===== src/rtl/fft8_pkg.sv =====
// Shared types, sizes, bit-reversal helper and the per-stage butterfly
// schedule (top/bottom buffer addresses and twiddle index per [stage][b])
// for the 8-point radix-2 DIT FFT sequencer.
package fft8_pkg;

    typedef enum logic [1:0] {
        ST_LOAD   = 2'd0,
        ST_RUN    = 2'd1,
        ST_DRAIN  = 2'd2,
        ST_UNLOAD = 2'd3
    } state_e;

    localparam int N      = 8;
    localparam int STAGES = 3;
    localparam int BFLY   = 4;

    // Top (A) operand address per [stage][butterfly]
    localparam logic [2:0] TOP_TBL [0:2][0:3] = '{
        '{3'd0, 3'd2, 3'd4, 3'd6},
        '{3'd0, 3'd1, 3'd4, 3'd5},
        '{3'd0, 3'd1, 3'd2, 3'd3}
    };

    // Bottom (B) operand address per [stage][butterfly]
    localparam logic [2:0] BOT_TBL [0:2][0:3] = '{
        '{3'd1, 3'd3, 3'd5, 3'd7},
        '{3'd2, 3'd3, 3'd6, 3'd7},
        '{3'd4, 3'd5, 3'd6, 3'd7}
    };

    // Twiddle exponent k of W8^k applied to B per [stage][butterfly]
    localparam logic [1:0] TW_TBL [0:2][0:3] = '{
        '{2'd0, 2'd0, 2'd0, 2'd0},
        '{2'd0, 2'd2, 2'd0, 2'd2},
        '{2'd0, 2'd1, 2'd2, 2'd3}
    };

    // Reverse the three index bits (natural order <-> DIT input order)
    function automatic logic [2:0] bitrev3(input logic [2:0] n);
        bitrev3 = {n[0], n[1], n[2]};
    endfunction

endpackage


===== src/rtl/fft8_wb_tracker.sv =====
// Write-back address tracker: carries {valid, top, bottom} of each issued
// butterfly alongside the external pipe so the result can be written back
// in place when it emerges PIPE_LAT cycles later.
module fft8_wb_tracker
    import fft8_pkg::*;
#(
    parameter int PIPE_LAT = 1
) (
    input  logic       clk,
    input  logic       rst,
    input  logic       i_valid,
    input  logic [2:0] i_top,
    input  logic [2:0] i_bot,
    output logic       o_valid,
    output logic [2:0] o_top,
    output logic [2:0] o_bot
);

    logic       r_valid [PIPE_LAT];
    logic [2:0] r_top   [PIPE_LAT];
    logic [2:0] r_bot   [PIPE_LAT];

    // Shift issued addresses one slot per cycle; reset drops in-flight entries
    always_ff @(posedge clk or negedge rst) begin
        if (!rst) begin
            for (int i = 0; i < PIPE_LAT; i++) begin
                r_valid[i] <= 1'b0;
                r_top[i]   <= 3'd0;
                r_bot[i]   <= 3'd0;
            end
        end else begin
            r_valid[0] <= i_valid;
            r_top[0]   <= i_top;
            r_bot[0]   <= i_bot;
            for (int i = 1; i < PIPE_LAT; i++) begin
                r_valid[i] <= r_valid[i-1];
                r_top[i]   <= r_top[i-1];
                r_bot[i]   <= r_bot[i-1];
            end
        end
    end

    assign o_valid = r_valid[PIPE_LAT-1];
    assign o_top   = r_top[PIPE_LAT-1];
    assign o_bot   = r_bot[PIPE_LAT-1];

endmodule


===== src/rtl/fft8_sched.sv =====
// 8-point radix-2 DIT FFT sequencer: loads samples bit-reversed, drives an
// external twiddle+butterfly pipe for 3 stages x 4 butterflies with in-place
// write-back, then streams X[0..7] out in natural order.
module fft8_sched
    import fft8_pkg::*;
#(
    parameter int W        = 16,
    parameter int PIPE_LAT = 1
) (
    input  logic         clk,
    input  logic         rst,
    input  logic         in_valid,
    output logic         in_ready,
    input  logic [W-1:0] in_re,
    input  logic [W-1:0] in_im,
    output logic         out_valid,
    input  logic         out_ready,
    output logic [W-1:0] out_re,
    output logic [W-1:0] out_im,
    output logic         out_last,
    output logic         busy,
    output logic         bf_valid,
    output logic [W-1:0] bf_ar1,
    output logic [W-1:0] bf_ai1,
    output logic [W-1:0] bf_ar2,
    output logic [W-1:0] bf_ai2,
    output logic [1:0]   bf_tw,
    input  logic [W-1:0] bf_cr1,
    input  logic [W-1:0] bf_ci1,
    input  logic [W-1:0] bf_cr2,
    input  logic [W-1:0] bf_ci2
);

    localparam int             DCW        = (PIPE_LAT > 1) ? $clog2(PIPE_LAT) : 1;
    localparam logic [DCW-1:0] DRAIN_LAST = DCW'(PIPE_LAT - 1);

    state_e         r_state, w_state_nxt;
    logic [2:0]     r_in_cnt, w_in_cnt_nxt;
    logic [1:0]     r_stage, w_stage_nxt;
    logic [1:0]     r_bfly, w_bfly_nxt;
    logic [DCW-1:0] r_drain, w_drain_nxt;
    logic [2:0]     r_out_k, w_out_k_nxt;

    logic [W-1:0]   r_buf_re [N];
    logic [W-1:0]   r_buf_im [N];
    logic [W-1:0]   w_fwd_re [N];
    logic [W-1:0]   w_fwd_im [N];

    logic           w_wb_valid;
    logic [2:0]     w_wb_top, w_wb_bot;
    logic [2:0]     w_top_nxt, w_bot_nxt;
    logic [1:0]     w_tw_nxt;
    logic           w_in_fire, w_out_fire;

    logic           r_in_ready, r_out_valid, r_out_last, r_busy, r_bf_valid;
    logic [W-1:0]   r_out_re, r_out_im;
    logic [W-1:0]   r_bf_ar1, r_bf_ai1, r_bf_ar2, r_bf_ai2;
    logic [1:0]     r_bf_tw;
    logic [2:0]     r_bf_top, r_bf_bot;

    assign w_in_fire  = in_valid & r_in_ready;
    assign w_out_fire = r_out_valid & out_ready;

    fft8_wb_tracker #(
        .PIPE_LAT (PIPE_LAT)
    ) u_wb_tracker (
        .clk     (clk),
        .rst     (rst),
        .i_valid (r_bf_valid),
        .i_top   (r_bf_top),
        .i_bot   (r_bf_bot),
        .o_valid (w_wb_valid),
        .o_top   (w_wb_top),
        .o_bot   (w_wb_bot)
    );

    // Next-state and counter update for LOAD/RUN/DRAIN/UNLOAD sequencing
    always_comb begin
        w_state_nxt  = r_state;
        w_in_cnt_nxt = r_in_cnt;
        w_stage_nxt  = r_stage;
        w_bfly_nxt   = r_bfly;
        w_drain_nxt  = r_drain;
        w_out_k_nxt  = r_out_k;
        case (r_state)
            ST_LOAD: begin
                if (w_in_fire) begin
                    if (r_in_cnt == 3'(N - 1)) begin
                        w_state_nxt  = ST_RUN;
                        w_in_cnt_nxt = 3'd0;
                        w_stage_nxt  = 2'd0;
                        w_bfly_nxt   = 2'd0;
                    end else begin
                        w_in_cnt_nxt = r_in_cnt + 3'd1;
                    end
                end else begin
                    w_in_cnt_nxt = r_in_cnt;
                end
            end
            ST_RUN: begin
                if (r_bfly == 2'(BFLY - 1)) begin
                    w_state_nxt = ST_DRAIN;
                    w_drain_nxt = '0;
                end else begin
                    w_bfly_nxt = r_bfly + 2'd1;
                end
            end
            ST_DRAIN: begin
                if (r_drain == DRAIN_LAST) begin
                    if (r_stage == 2'(STAGES - 1)) begin
                        w_state_nxt = ST_UNLOAD;
                        w_out_k_nxt = 3'd0;
                    end else begin
                        w_state_nxt = ST_RUN;
                        w_stage_nxt = r_stage + 2'd1;
                        w_bfly_nxt  = 2'd0;
                    end
                end else begin
                    w_drain_nxt = r_drain + DCW'(1);
                end
            end
            ST_UNLOAD: begin
                if (w_out_fire) begin
                    if (r_out_k == 3'(N - 1)) begin
                        w_state_nxt = ST_LOAD;
                        w_out_k_nxt = 3'd0;
                    end else begin
                        w_out_k_nxt = r_out_k + 3'd1;
                    end
                end else begin
                    w_out_k_nxt = r_out_k;
                end
            end
            default: begin
                w_state_nxt = ST_LOAD;
            end
        endcase
    end

    // Schedule lookup for the butterfly that will be on the bf_* outputs next cycle
    always_comb begin
        w_top_nxt = TOP_TBL[w_stage_nxt][w_bfly_nxt];
        w_bot_nxt = BOT_TBL[w_stage_nxt][w_bfly_nxt];
        w_tw_nxt  = TW_TBL[w_stage_nxt][w_bfly_nxt];
    end

    // Buffer view with this cycle's write-back applied, so reads never see stale data
    always_comb begin
        for (int i = 0; i < N; i++) begin
            if (w_wb_valid && (w_wb_top == 3'(i))) begin
                w_fwd_re[i] = bf_cr1;
                w_fwd_im[i] = bf_ci1;
            end else if (w_wb_valid && (w_wb_bot == 3'(i))) begin
                w_fwd_re[i] = bf_cr2;
                w_fwd_im[i] = bf_ci2;
            end else begin
                w_fwd_re[i] = r_buf_re[i];
                w_fwd_im[i] = r_buf_im[i];
            end
        end
    end

    // Sample buffer: bit-reversed load, otherwise in-place butterfly write-back
    always_ff @(posedge clk) begin
        for (int i = 0; i < N; i++) begin
            if (w_in_fire && (bitrev3(r_in_cnt) == 3'(i))) begin
                r_buf_re[i] <= in_re;
                r_buf_im[i] <= in_im;
            end else begin
                r_buf_re[i] <= w_fwd_re[i];
                r_buf_im[i] <= w_fwd_im[i];
            end
        end
    end

    // State and counter registers
    always_ff @(posedge clk or negedge rst) begin
        if (!rst) begin
            r_state  <= ST_LOAD;
            r_in_cnt <= 3'd0;
            r_stage  <= 2'd0;
            r_bfly   <= 2'd0;
            r_drain  <= '0;
            r_out_k  <= 3'd0;
        end else begin
            r_state  <= w_state_nxt;
            r_in_cnt <= w_in_cnt_nxt;
            r_stage  <= w_stage_nxt;
            r_bfly   <= w_bfly_nxt;
            r_drain  <= w_drain_nxt;
            r_out_k  <= w_out_k_nxt;
        end
    end

    // Registered outputs, decoded from the next state so they align with it
    always_ff @(posedge clk or negedge rst) begin
        if (!rst) begin
            r_in_ready  <= 1'b1;
            r_busy      <= 1'b0;
            r_bf_valid  <= 1'b0;
            r_bf_tw     <= 2'd0;
            r_bf_top    <= 3'd0;
            r_bf_bot    <= 3'd0;
            r_bf_ar1    <= '0;
            r_bf_ai1    <= '0;
            r_bf_ar2    <= '0;
            r_bf_ai2    <= '0;
            r_out_valid <= 1'b0;
            r_out_last  <= 1'b0;
            r_out_re    <= '0;
            r_out_im    <= '0;
        end else begin
            r_in_ready <= (w_state_nxt == ST_LOAD);
            r_busy     <= (w_state_nxt == ST_RUN) || (w_state_nxt == ST_DRAIN);
            if (w_state_nxt == ST_RUN) begin
                r_bf_valid <= 1'b1;
                r_bf_tw    <= w_tw_nxt;
                r_bf_top   <= w_top_nxt;
                r_bf_bot   <= w_bot_nxt;
                r_bf_ar1   <= w_fwd_re[w_top_nxt];
                r_bf_ai1   <= w_fwd_im[w_top_nxt];
                r_bf_ar2   <= w_fwd_re[w_bot_nxt];
                r_bf_ai2   <= w_fwd_im[w_bot_nxt];
            end else begin
                r_bf_valid <= 1'b0;
                r_bf_tw    <= 2'd0;
                r_bf_top   <= 3'd0;
                r_bf_bot   <= 3'd0;
                r_bf_ar1   <= '0;
                r_bf_ai1   <= '0;
                r_bf_ar2   <= '0;
                r_bf_ai2   <= '0;
            end
            if (w_state_nxt == ST_UNLOAD) begin
                r_out_valid <= 1'b1;
                r_out_last  <= (w_out_k_nxt == 3'(N - 1));
                r_out_re    <= w_fwd_re[w_out_k_nxt];
                r_out_im    <= w_fwd_im[w_out_k_nxt];
            end else begin
                r_out_valid <= 1'b0;
                r_out_last  <= 1'b0;
                r_out_re    <= '0;
                r_out_im    <= '0;
            end
        end
    end

    assign in_ready  = r_in_ready;
    assign busy      = r_busy;
    assign bf_valid  = r_bf_valid;
    assign bf_tw     = r_bf_tw;
    assign bf_ar1    = r_bf_ar1;
    assign bf_ai1    = r_bf_ai1;
    assign bf_ar2    = r_bf_ar2;
    assign bf_ai2    = r_bf_ai2;
    assign out_valid = r_out_valid;
    assign out_last  = r_out_last;
    assign out_re    = r_out_re;
    assign out_im    = r_out_im;

endmodule


===== config.mk =====
export PLATFORM = sky130hd
export DESIGN_NAME = fft8_sched
export DESIGN_NICKNAME = d
export VERILOG_FILES = /design/src/rtl/fft8_pkg.sv /design/src/rtl/fft8_wb_tracker.sv /design/src/rtl/fft8_sched.sv
export SDC_FILE = /design/constraint.sdc
export NUM_CORES = 1
export LEC_CHECK = 0
export CAP_MARGIN = 15
export CORE_MARGIN = 5
export CORE_UTILIZATION = 35
export DETAILED_ROUTE_END_ITERATION = 10
export PLACE_DENSITY = 0.55
export SLEW_MARGIN = 25
export SYNTH_ARGS = -nofsm -noshare
export SYNTH_HDL_FRONTEND = slang
export SYNTH_SLANG_ARGS = --single-unit

===== constraint.sdc =====
create_clock -name clk -period 2.8 [get_ports clk]
set_input_delay 0.42 -clock clk [delete_from_list [all_inputs] [get_ports clk]]
set_output_delay 0.42 -clock clk [all_outputs]
set_load 0.02 [all_outputs]

==> summary.txt <==
Critical path
  • Reg2reg path depth: 12
  • Kind of critical path: flip-flop to flip-flop
  • WP data required: ~3.3 ns
  • CP cell instances: ha_2, ha_4, a31o_1, o211a_4, buf_6, ha_4, a211o_4, buf_12, clkbuf_16, and3_1, o21ai_1, o211ai_1
  • Worst path most repeated cell: ha_4
  • Worst Path Arrival: 3.30 ns
  • Slowest stage delay, CP: between 0.3 and 0.4 ns
  • Crit path launch type: flip-flop
  • Crit Path Max Fanout: 9
  • Reg2reg setup slack: -0.02 ns
  • Crit-path slowest cell: dfrtp_1
  • Endpoint class of the critical path: flip-flop
  • Reg2reg start: r_in_cnt[1]$_DFFE_PN0P_
  • Reg2reg end: bf_ai2[15]$_DFF_PN0_

Finish
  • Final #Nets: ~3700
  • Layout cell share with drive strength beyond 1: 0.153
  • Final cell utilization of the core: 0.469
  • Number of fill cells: about 7000
  • Synth-to-Final Area Change: 33.4%
  • Final Instance Area: approximately 0.033 sq mm

Die
  • Initial Util: 0.352
  • Die height: between 200 and 300 um
  • Rows: 98
  • Die W: 278 um
  • Die Area: between 0.07 and 0.08 sq mm
  • I/O pins: 203
  • CORE AREA: slightly above 0.07 sq mm

Clock tree
  • Skew-Pair Late Insertion Delay: between 0.6 and 0.7 ns
  • CTS Sinks: approximately 380
  • Max clock buf depth: 3
  • CTS buffer count: 49
  • CTS tree: built
  • H-tree depth: 2
  • Root Driver: clkbuf_16
  • Reg clk slew, reported paths: 0.07 ns

Route
  • DRC violations left: 0
  • Final ANT Viol Nets: 0
  • DR vias: around 28000
  • WL/cell: about 26 um
  • Total wire length: 120000 um
  • Detail-routed via count per cell: 6.03
  • Iteration count of the initial detailed-routing pass: 6
  • 1st-iter DRT viols: about 3500

STA
  • Hold Violations, Final: 0
  • Fin. max-slew vios: 0
  • Hold_ws: 0.344 ns
  • Achievable Freq: roughly 350 MHz
  • Worst Slack Setup Final: -0.0178 ns
  • Endpoints failing setup: 2
  • Final worst path period share: 1.01
  • Total Neg Setup Slack: -0.0301 ns
  • Worst Clk Skew: roughly 0.033 ns
  • Worst slew margin: 0.491
  • Minimum clock period: approximately 2.8 ns
  • RSZ-0062 raised after global routing: yes
  • Least-Margin Pin Slew: ~0.76 ns

Synthesis
  • Predominant post-synthesis flop cell: dfxtp_1
  • Synth top area share: 0.205
  • Warnings from Yosys: 0
  • Dominant cell type by area after synthesis: dfxtp_1
  • Synth Instances: about 3400
  • Yosys reg bits: about 380
  • Synth unique cells: 60
  • Syn nets: 3513
  • Top-count cell post-synth: nand2_1
  • Asr flop ratio synth: 0.333
  • Synth top cells by count: 454 x nand2_1, 425 x o21ai_0, 384 x a21oi_1
  • Syn Area/Cell: 7.37 sq um
  • Post-synth EDFFs: 0
  • Seq/Total Area, Yosys: 0.332
  • Top post-synthesis cells by area: dfxtp_1 20%, dfrtp_1 13%, mux2i_1 12%, o21ai_0 8.5%, a21oi_1 7.7%
  • Netlist Area Pre-Place: around 0.025 sq mm

Power
  • Total power: between 50000 and 60000 uW
  • Comb power frac: 0.730
  • Pint: around 30000 uW
  • Sw Share: 0.479
  • Reg power frac: 0.157
  • Static Leak: 0.0139 uW
  • VDD IR max: between 1 and 1.5 mV
  • Clock power share: 0.114
  • PwrDens: between 1500 and 2000 mW/mm^2
  • Sw Pwr: 27100 uW

Global routing
  • First-pass GRT wire length: 171000 um
  • Overall Global Routing Usage: 0.286
  • Congestion Overflow GR: 0
  • Initial antenna violation count: 8
  • Largest net degree at the start of global routing: 67
  • Vias in the first global route: between 20000 and 30000

Worst hold path
  • Hold Crit Class: flip-flop to flip-flop
  • Min-Delay Endpoint: u_wb_tracker.o_top[1]$_DFF_PN0_
  • Hold_sp: r_bf_top[1]$_DFF_PN0_
  • Worst hold path depth: 0

Placement
  • Routability cong.: between 0.9 and 1
  • PortBufs: ~200
  • Hpwl dp: approximately 75000 um
  • Placed inst area: just over 0.03 sq mm

Outcome
  • Failing checks: negative setup slack
  • Outcome: finished with violations

Job
  • Max-cap check violation count: 0
## worst max path at each step
stage	to	from	slack (ns)
CTS	bf_ai2[6]$_DFF_PN0_	r_in_cnt[0]$_DFFE_PN0P_	-0.009
detailed placement	bf_ar2[13]$_DFF_PN0_	in_valid	-0.29
finish	bf_ai2[15]$_DFF_PN0_	r_in_cnt[1]$_DFFE_PN0P_	-0.02
global placement	bf_ar1[15]$_DFF_PN0_	in_valid	-0.26
global route	bf_ai2[15]$_DFF_PN0_	r_in_cnt[1]$_DFFE_PN0P_	-0.07
floorplan	bf_ai2[15]$_DFF_PN0_	r_in_cnt[1]$_DFFE_PN0P_	0.003
## critical path: cells and delay by family, from the launching register on
family | cells | cell delay (ns)
adders and majority gates | 3 | 0.54
and+or+nand+nor | 1 | 0.17
AOI/OAI and AO/OA | 5 | 1.08
buffers and inverters | 3 | 0.50
DFF | 1 | 0.39
## per-layer routing
layer | wire length [um] | track usage | share of wire
met5 | 0 | 0 | 0
met4 | 5500 | 0.120 | 0.046
met3 | 11600 | 0.0422 | 0.097
met2 | 54700 | 0.460 | 0.46
met1 | 48300 | 0.385 | 0.40
## logic make-up (layout without fill, tap and decap cells)
| logic type | count (synthesis) | after routing | share of synthesized area |
|---|---|---|---|
| compound gates | 1299 | 1299 | 0.297 |
| fa+ha+maj | 15 | 15 | 0.00749 |
| buf+inv | 432 | 693 | 0.0740 |
| flops | 384 | 384 | 0.332 |
| mux | 305 | 305 | 0.122 |
| other cells | 0 | 7 | 0 |
| simple gates | 963 | 963 | 0.167 |
## registers in the layout, indices dropped and copies added (netlist names), 2 cells and up
register	count
bf_ar2	16
bf_tw	2
r_buf_re	128
r_stage	2
r_out_k	3
r_bfly	2
bf_ai1	16
r_in_cnt	3
out_re	16
r_buf_im	128
out_im	16
u_wb_tracker.o_top	3
bf_ar1	16
bf_ai2	16
u_wb_tracker.o_bot	3
r_state	2
r_bf_top	3
r_bf_bot	3
## power groups by stage
stage	clock (uW)	combinational (uW)	sequential (uW)
2_1_floorplan	0	20000	9020
3_3_place_gp	0	35900	8880
3_5_place_dp	0	36100	8920
4_1_cts	6500	37100	8830
5_1_grt	6750	43600	9060
6_report	6440	41300	8860
## final cells by class
cell class | count | area, sq um | area share
Multi-Input combinational cell | 2582 | 15400 | 0.459
Sequential cell | 384 | 8330 | 0.249
Timing Repair Buffer | 587 | 6890 | 0.206
Clock buffer | 77 | 1470 | 0.0440
Tap cell | 950 | 1190 | 0.0356
Clock inverter | 15 | 128 | 0.00382
Inverter | 14 | 55.1 | 0.00165
Antenna cell | 7 | 17.5 | 0.000524
## what timing repair did
| action | in CTS | in global routing |
|---|---|---|
| gates resized for setup | 22 | 68 |
| cloned | 2 | 18 |
| endpoints found under the setup margin | 57 | 70 |
| hold buffers | 1 | 0 |
| hold endpoints to repair | 45 | 0 |
| buffers inserted | 3 | 29 |
| pin swaps | 8 | 59 |
## stage by stage
stage                     cells  setup slack [ns]
after floorplan            3398           0.00286
after global routing       4614           -0.0677
final                      4616           -0.0178
after CTS                  4562          -0.00861
after global placement     4464            -0.262
after detailed placement   4464            -0.291
## placed cells by master, fill, tap and decap left out, types with 6 or more instances in the layout
| cell type | n |
|---|---|
| o221ai_1 | 25 |
| dfxtp_1 | 256 |
| nand2_1 | 453 |
| o211ai_1 | 193 |
| inv_1 | 8 |
| nand3_1 | 35 |
| mux2i_1 | 294 |
| nor2_1 | 199 |
| nor2_4 | 8 |
| clkbuf_16 | 64 |
| clkbuf_8 | 14 |
| a21o_1 | 62 |
| nor3_1 | 185 |
| clkinv_2 | 9 |
| o21ai_2 | 7 |
| clkbuf_1 | 14 |
| nor3_2 | 7 |
| a21boi_1 | 32 |
| nand4_1 | 34 |
| ha_1 | 8 |
| clkdlybuf4s50_1 | 201 |
| dfrtp_1 | 124 |
| o21ai_1 | 168 |
| buf_12 | 126 |
| a21oi_1 | 380 |
| buf_6 | 13 |
| o21ai_0 | 397 |
| diode_2 | 7 |
| nand4b_1 | 6 |
| mux2_2 | 11 |
| buf_4 | 227 |
(Power assumes the default switching activity.)
